**src/rtl/regfile_pkg.sv**
```systemverilog
// Shared sizing and types for the CPU datapath register file.
package regfile_pkg;

  localparam int REG_W    = 32;
  localparam int REG_N    = 32;
  localparam int ZERO_REG = 0;

  typedef logic [4:0]  reg_addr_t;
  typedef logic [31:0] reg_data_t;

endpackage

```
**src/rtl/regfile_3port.sv**
```systemverilog
// Three-port register file: two combinational read ports, one synchronous write port.
// Entry 0 reads as zero; optional same-cycle write-to-read forwarding.
module regfile_3port
  import regfile_pkg::*;
#(
  parameter int WIDTH  = REG_W,
  parameter int DEPTH  = REG_N,
  parameter int BYPASS = 0
) (
  input  logic                       clk,
  input  logic                       reset,
  input  logic                       we3,
  input  logic [$clog2(DEPTH)-1:0]   ra1,
  input  logic [$clog2(DEPTH)-1:0]   ra2,
  input  logic [$clog2(DEPTH)-1:0]   wa3,
  input  logic [WIDTH-1:0]           wd3,
  output logic [WIDTH-1:0]           rd1,
  output logic [WIDTH-1:0]           rd2
);

  localparam int AW = $clog2(DEPTH);
  localparam logic [AW:0]   DEPTH_W = (AW+1)'(DEPTH);
  localparam logic [AW-1:0] ZERO_A  = AW'(ZERO_REG);

  logic [WIDTH-1:0] regs_q [DEPTH];
  logic [WIDTH-1:0] regs_d [DEPTH];

  // Guards non-power-of-two depths: addresses past the last entry are dead.
  function automatic logic addr_ok(input logic [AW-1:0] a);
    return (a != ZERO_A) && ({1'b0, a} < DEPTH_W);
  endfunction

  always_comb begin
    regs_d = regs_q;
    if (we3 && addr_ok(wa3)) begin
      regs_d[wa3] = wd3;
    end
  end

  always_ff @(posedge clk or posedge reset) begin
    if (reset) begin
      regs_q <= '{default: '0};
    end else begin
      regs_q <= regs_d;
    end
  end

  always_comb begin
    rd1 = '0;
    if (addr_ok(ra1)) begin
      rd1 = regs_q[ra1];
      if ((BYPASS != 0) && we3 && (wa3 == ra1)) begin
        rd1 = wd3;
      end
    end
  end

  always_comb begin
    rd2 = '0;
    if (addr_ok(ra2)) begin
      rd2 = regs_q[ra2];
      if ((BYPASS != 0) && we3 && (wa3 == ra2)) begin
        rd2 = wd3;
      end
    end
  end

endmodule

```
**config.mk**
```make
export PLATFORM = sky130hd
export DESIGN_NAME = regfile_3port
export DESIGN_NICKNAME = d
export VERILOG_FILES = /design/src/rtl/regfile_pkg.sv /design/src/rtl/regfile_3port.sv
export SDC_FILE = /design/constraint.sdc
export NUM_CORES = 2
export LEC_CHECK = 0
export BUFFER_PORTS_ARGS = -buffer_cell sky130_fd_sc_hd__buf_4
export CAP_MARGIN = 20
export CORE_ASPECT_RATIO = 1.4
export CORE_MARGIN = 5
export CORE_UTILIZATION = 35
export DETAILED_ROUTE_END_ITERATION = 6
export GPL_TIMING_DRIVEN = 0
export SKIP_LAST_GASP = 1
export SYNTH_ARGS = -nofsm -noshare
export SYNTH_HDL_FRONTEND = slang
export SYNTH_SLANG_ARGS = --single-unit
```
**constraint.sdc**
```tcl
create_clock -name clk -period 57.9 [get_ports clk]
set_clock_uncertainty 0.1 [all_clocks]
set_input_delay 5.79 -clock clk [delete_from_list [all_inputs] [get_ports clk]]
set_output_delay 5.79 -clock clk [all_outputs]
set_load 0.03 [all_outputs]
```
# ---- Yosys cells after proc, flatten, opt, wreduce, memory -nomap -nowiden
# Cells that the tools add are included.
dict set report classes {
  n_addsub 0
  div 0
  n_reduce_logical 5
  bitwise 3
  eq_ne 0
  multipliers 0
  shifts 0
  order_cmp 4
  n_mux 11
}
# cell n
set ops {}
lappend ops {{1024-bit bitwise mux} 1}
lappend ops {{32-bit binary-select mux with 5-bit select} 2}
lappend ops {{32-bit two-way mux} 7}
lappend ops {{32-bit demux with 5-bit select} 1}
lappend ops {{6-bit >= comparator, second input constant} 3}
lappend ops {{5-bit inverter with 6-bit output} 3}
lappend ops {{5-bit nonzero test} 3}
lappend ops {{6-bit by 1-bit < comparator with 1-bit output, second input constant} 1}
lappend ops {{1-bit logical AND} 2}
dict set report word_totals {
  ramBits 0
  mem_bits_ro 0
  ff_bits 1024
  memories 0
  word_cells 55
  latch_bits 0
}

# ---- Depth between registers and ports, before layout
dict set report depth {
  depth_word 6
  ltp_mapped 9
  ltp_nobuf 4
}

# ---- Least setup slack after synthesis
# No wires, ideal clock.
dict set report synth_timing {
  kind {input to output}
  start {input ra1[1]}
  end {output rd1[30]}
  n_path_buf 5
  required_time_ns 52.010
  t_arrival_ns 7.858
  slack_ns 44.152
  cell_stages 9
  path_cell_list {buf_4 -> buf_6 -> buf_6 -> buf_6 -> buf_6 -> mux2i_1 -> a22oi_1 -> a21oi_1 -> nor4_1}
}
dict set report synth_between {
  elab_chain_len 5
}
# item line
set synth_lines {}
lappend synth_lines {{start: declaration} regfile_3port.sv:13} ;# input logic [$clog2(DEPTH)-1:0] ra1,
lappend synth_lines {{5-bit inverter with 6-bit output (implied by the code)} regfile_3port.sv:51} ;# rd1 = regs_q[ra1];
lappend synth_lines {{32-bit binary-select mux with 5-bit select} regfile_3port.sv:51}
lappend synth_lines {{32-bit two-way mux (implied by the code) (2 in a row)} regfile_3port.sv:51}
lappend synth_lines {{32-bit two-way mux (*)} regfile_3port.sv:50} ;# if (addr_ok(ra1)) begin
lappend synth_lines {{end: declaration} regfile_3port.sv:17} ;# output logic [WIDTH-1:0] rd1,
# Every way passes the cells marked *; elsewhere a longest branch is shown, timed or not. The select of a mux whose other input is x is not followed.

# ---- Worst setup path in the final report
dict set report layout_timing {
  start {input ra2[1]}
  end {output rd2[27]}
}
dict set report layout_between {
  elab_chain_len 5
}
# item line
set layout_lines {}
lappend layout_lines {{start: declaration} regfile_3port.sv:14} ;# input logic [$clog2(DEPTH)-1:0] ra2,
lappend layout_lines {{5-bit inverter with 6-bit output (implied by the code)} regfile_3port.sv:61} ;# rd2 = regs_q[ra2];
lappend layout_lines {{32-bit binary-select mux with 5-bit select} regfile_3port.sv:61}
lappend layout_lines {{32-bit two-way mux (implied by the code) (2 in a row)} regfile_3port.sv:61}
lappend layout_lines {{32-bit two-way mux (*)} regfile_3port.sv:60} ;# if (addr_ok(ra2)) begin
lappend layout_lines {{end: declaration} regfile_3port.sv:18} ;# output logic [WIDTH-1:0] rd2
# Marked as above.

==> results.sh <==
export IMPL_run_status="finished with violations"
export IMPL_violations="DRC"
export IMPL_htreeDepth=3
export IMPL_firstDrtPassIters=7
export IMPL_rsz0062_at_grt="false"
export IMPL_synthArstFlopShare=1.00
export IMPL_final_area_um2=62700
export IMPL_place_inst=6043
export IMPL_n_fill_cell=14400
export IMPL_syn_area_per_cell_um2=14.4
export IMPL_nets=4121
export IMPL_hold_end="regs_q[1004]"
export IMPL_slew_headroom=0.0783
export IMPL_r2r_slack_ns=56.97
export IMPL_yosysMostFrequentCell="mux2_2"
export IMPL_cp_arrival_ns=9.82
export IMPL_layout_drive_gt1_share=0.449
export IMPL_path_clk_slew_ns=0.07
export IMPL_clock_path_buffers=3
export IMPL_ios=114
export IMPL_synthFlopType="dfrtp_1"
export IMPL_synthesis_nets=3847
export IMPL_final_antenna_net_count=0
export IMPL_initial_utilization=0.352
export IMPL_ir_drop_v=0.0000219
export IMPL_core_area_um2=155000
export IMPL_antenna_found_initial=18
export IMPL_synth_area_leaders="dfrtp_1 (47%), mux2_2 (21%), mux4_2 (14%), mux2i_1 (6.7%), clkbuf_1 (1.7%)"
export IMPL_post_cts_buffers=0
export IMPL_grt_use_total=0.283
export IMPL_grt_overflow_total=0
export IMPL_fp_dieW_um=344
export IMPL_synth_common_cells="mux2_2 (1040), dfrtp_1 (1024), mux2i_1 (364), mux4_2 (343), clkbuf_1 (247)"
export IMPL_crit_type="primary input to output pin"
export IMPL_fin_tns_setup_ns=0
export IMPL_num_vias=39500
export IMPL_wl_mm=237
export IMPL_die_h_um=478
export IMPL_yosysTopAreaCellShare=0.469
export IMPL_largest_reg_flops=1024
export IMPL_rows=171
export IMPL_grt_first_pass_wirelength_mm=325
export IMPL_avgViaCountPerCell=6.33
export IMPL_clock_latency_ns=0.71
export IMPL_regMostFlops="regs_q"
export IMPL_synth_edff_count=0
export IMPL_ctsResizeCount=0
export IMPL_ff2ff_path_depth=1
export IMPL_critPathLaunchType="primary input"
export IMPL_syn2layout_area_growth_pct=14.7
export IMPL_root_buffer="clkbuf_16"
export IMPL_tightest_slew_ns=1.38
export IMPL_timing_fmax_mhz=63.7
export IMPL_synthAdderAreaFrac=0
export IMPL_synth_top_family_by_area="multiplexers"
export IMPL_cts_tree="done"
export IMPL_hpwl_mm=173
export IMPL_power_density_nw_per_um2=34.4
export IMPL_hold_viol=0
export IMPL_r2r_end="regs_q[896]"
export IMPL_yosysTopAreaCell="dfrtp_1"
export IMPL_worstHoldPathCells=1
export IMPL_cts_buffers=100
export IMPL_grt_max_degree=125
export IMPL_finalNonFillerCells=6241
export IMPL_setup_viol=0
export IMPL_drcViolationCount=2
export IMPL_syn_area_um2=54600
export IMPL_required_ns=52.01
export IMPL_synth_compound_area_frac=0.0527
export IMPL_post_synth_mux_area_share=0.422
export IMPL_gp_congestion=0.995
export IMPL_hold_start="regs_q[1004]"
export IMPL_ys_ff_latch=1024
export IMPL_wl_per_cell_um=37.9
export IMPL_cp_max_fo=11
export IMPL_fp_dieArea_um2=164000
export IMPL_drv_cap=0
export IMPL_portBuffers=107
export IMPL_final_min_clock_period_ns=15.71
export IMPL_drt_iter0_drc=4781
export IMPL_min_path_type="flop to flop"
export IMPL_fin_crit_sh=0.271
export IMPL_p_leak_nw=27.1
export IMPL_cts_num_sinks=1024
export IMPL_synth_distinct_cells=42
export IMPL_maxSlewViolCount=0
export IMPL_seq_area_frac_synth=0.469
export IMPL_yosys_warnings=0
export IMPL_reg2reg_from="regs_q[896]"
export IMPL_synth_xor_area_frac=0
export IMPL_netlist_instances=3797
export IMPL_end_kind="output pin"
export IMPL_synthSimpleGateAreaFrac=0.0180
export IMPL_grt_pass1_vias=40500
export IMPL_place_area_um2=59100
export IMPL_ctsHoldBuffers=0
export IMPL_reg_top3="regs_q (1024)"
report_power, final:
part	internal [mW]	switching, mW
combinational	0.256	0.231
sequential	0.852	0.112
clock	0.403	0.304
total	1.51	0.647
worst max-delay path by stage:
| stage | startpoint | cells past startpoint | endpoint | slack [ns] |
|---|---|---|---|---|
| finish | ra2[1] | 11 | rd2[27] | 42.19 |
| global route | ra2[1] | 11 | rd2[27] | 42.27 |
| CTS | ra2[1] | 11 | rd2[27] | 42.35 |
| detailed placement | ra2[1] | 11 | rd2[27] | 42.36 |
| global placement | reset | 2 | regs_q[676] | 11.54 |
| floorplan | reset | 1 | regs_q[0] | 23.19 |
area by class of cell:
cell class,count,area [µm²],share of cell area
multi-input combinational,2336,26900,0.430
sequential,1024,25600,0.409
clock buffer,146,3000,0.0479
tap,2076,2600,0.0415
buffer,435,2080,0.0332
timing repair buffer,172,1900,0.0304
clock inverter,34,455,0.00727
antenna,16,40.0,0.000639
inverter,2,15.0,0.000240
through the flow:
stage / hold WS, ns / utilization / setup WS (ns) / total power, mW
global placement: 0.362 / 0.374 / 11.54 / 1.42
global route: 0.398 / 0.404 / 42.27 / 2.23
floorplan: 0.341 / - / 23.19 / 1.27
CTS: 0.387 / 0.404 / 42.35 / 2.15
finish: 0.389 / 0.404 / 42.19 / 2.16
detailed placement: 0.372 / 0.381 / 42.36 / 1.45
layout by cell type (no fill, tap or decap), types with 4 or more instances in the layout:
| cell type | instances |
|---|---|
| a2111oi_0 | 13 |
| a2111oi_1 | 6 |
| a211oi_1 | 52 |
| a21oi_1 | 67 |
| a22o_1 | 45 |
| a22oi_1 | 118 |
| a311oi_1 | 6 |
| a31oi_1 | 10 |
| buf_1 | 57 |
| buf_16 | 14 |
| buf_2 | 71 |
| buf_4 | 144 |
| buf_6 | 26 |
| buf_8 | 48 |
| bufinv_16 | 10 |
| clkbuf_1 | 259 |
| clkbuf_16 | 103 |
| clkbuf_2 | 5 |
| clkbuf_8 | 26 |
| clkinv_2 | 13 |
| clkinvlp_4 | 7 |
| dfrtp_1 | 1024 |
| diode_2 | 16 |
| mux2_2 | 1040 |
| mux2i_1 | 364 |
| mux4_2 | 343 |
| nand2_1 | 56 |
| nand3_1 | 11 |
| nand3b_1 | 5 |
| nor2_1 | 19 |
| nor2b_1 | 26 |
| nor3_1 | 30 |
| nor3b_1 | 4 |
| nor4_1 | 20 |
| o21ai_0 | 19 |
| o221ai_1 | 26 |
| o22ai_1 | 35 |
layer usage:
| layer | wire length (µm) | vias up | track usage |
|---|---|---|---|
| li1 | - | 15100 | - |
| met1 | 84700 | 20700 | 0.335 |
| met2 | 106000 | 2692 | 0.431 |
| met3 | 21800 | 933 | 0.0758 |
| met4 | 24000 | 8 | 0.228 |
| met5 | 167 | - | 0.00565 |
cells by family (layout without fill, tap and decap cells):
| logic type | Yosys count | count (layout) |
|---|---|---|
| buf+inv | 437 | 789 |
| mux | 1747 | 1747 |
| simple gates | 189 | 189 |
| other cells | 0 | 16 |
| compound gates | 400 | 400 |
| flops | 1024 | 1024 |
worst max-delay path, stage by stage:
cell	delay [ns]
buf_4	0.13
buf_2	0.29
nor2b_1	0.17
clkbuf_1	0.53
buf_8	0.24
clkbuf_1	0.88
a22o_1	0.33
a2111oi_0	0.09
buf_1	0.23
a311oi_1	0.79
buf_4	0.30
Note: power is estimated with default switching activity, not from simulation.
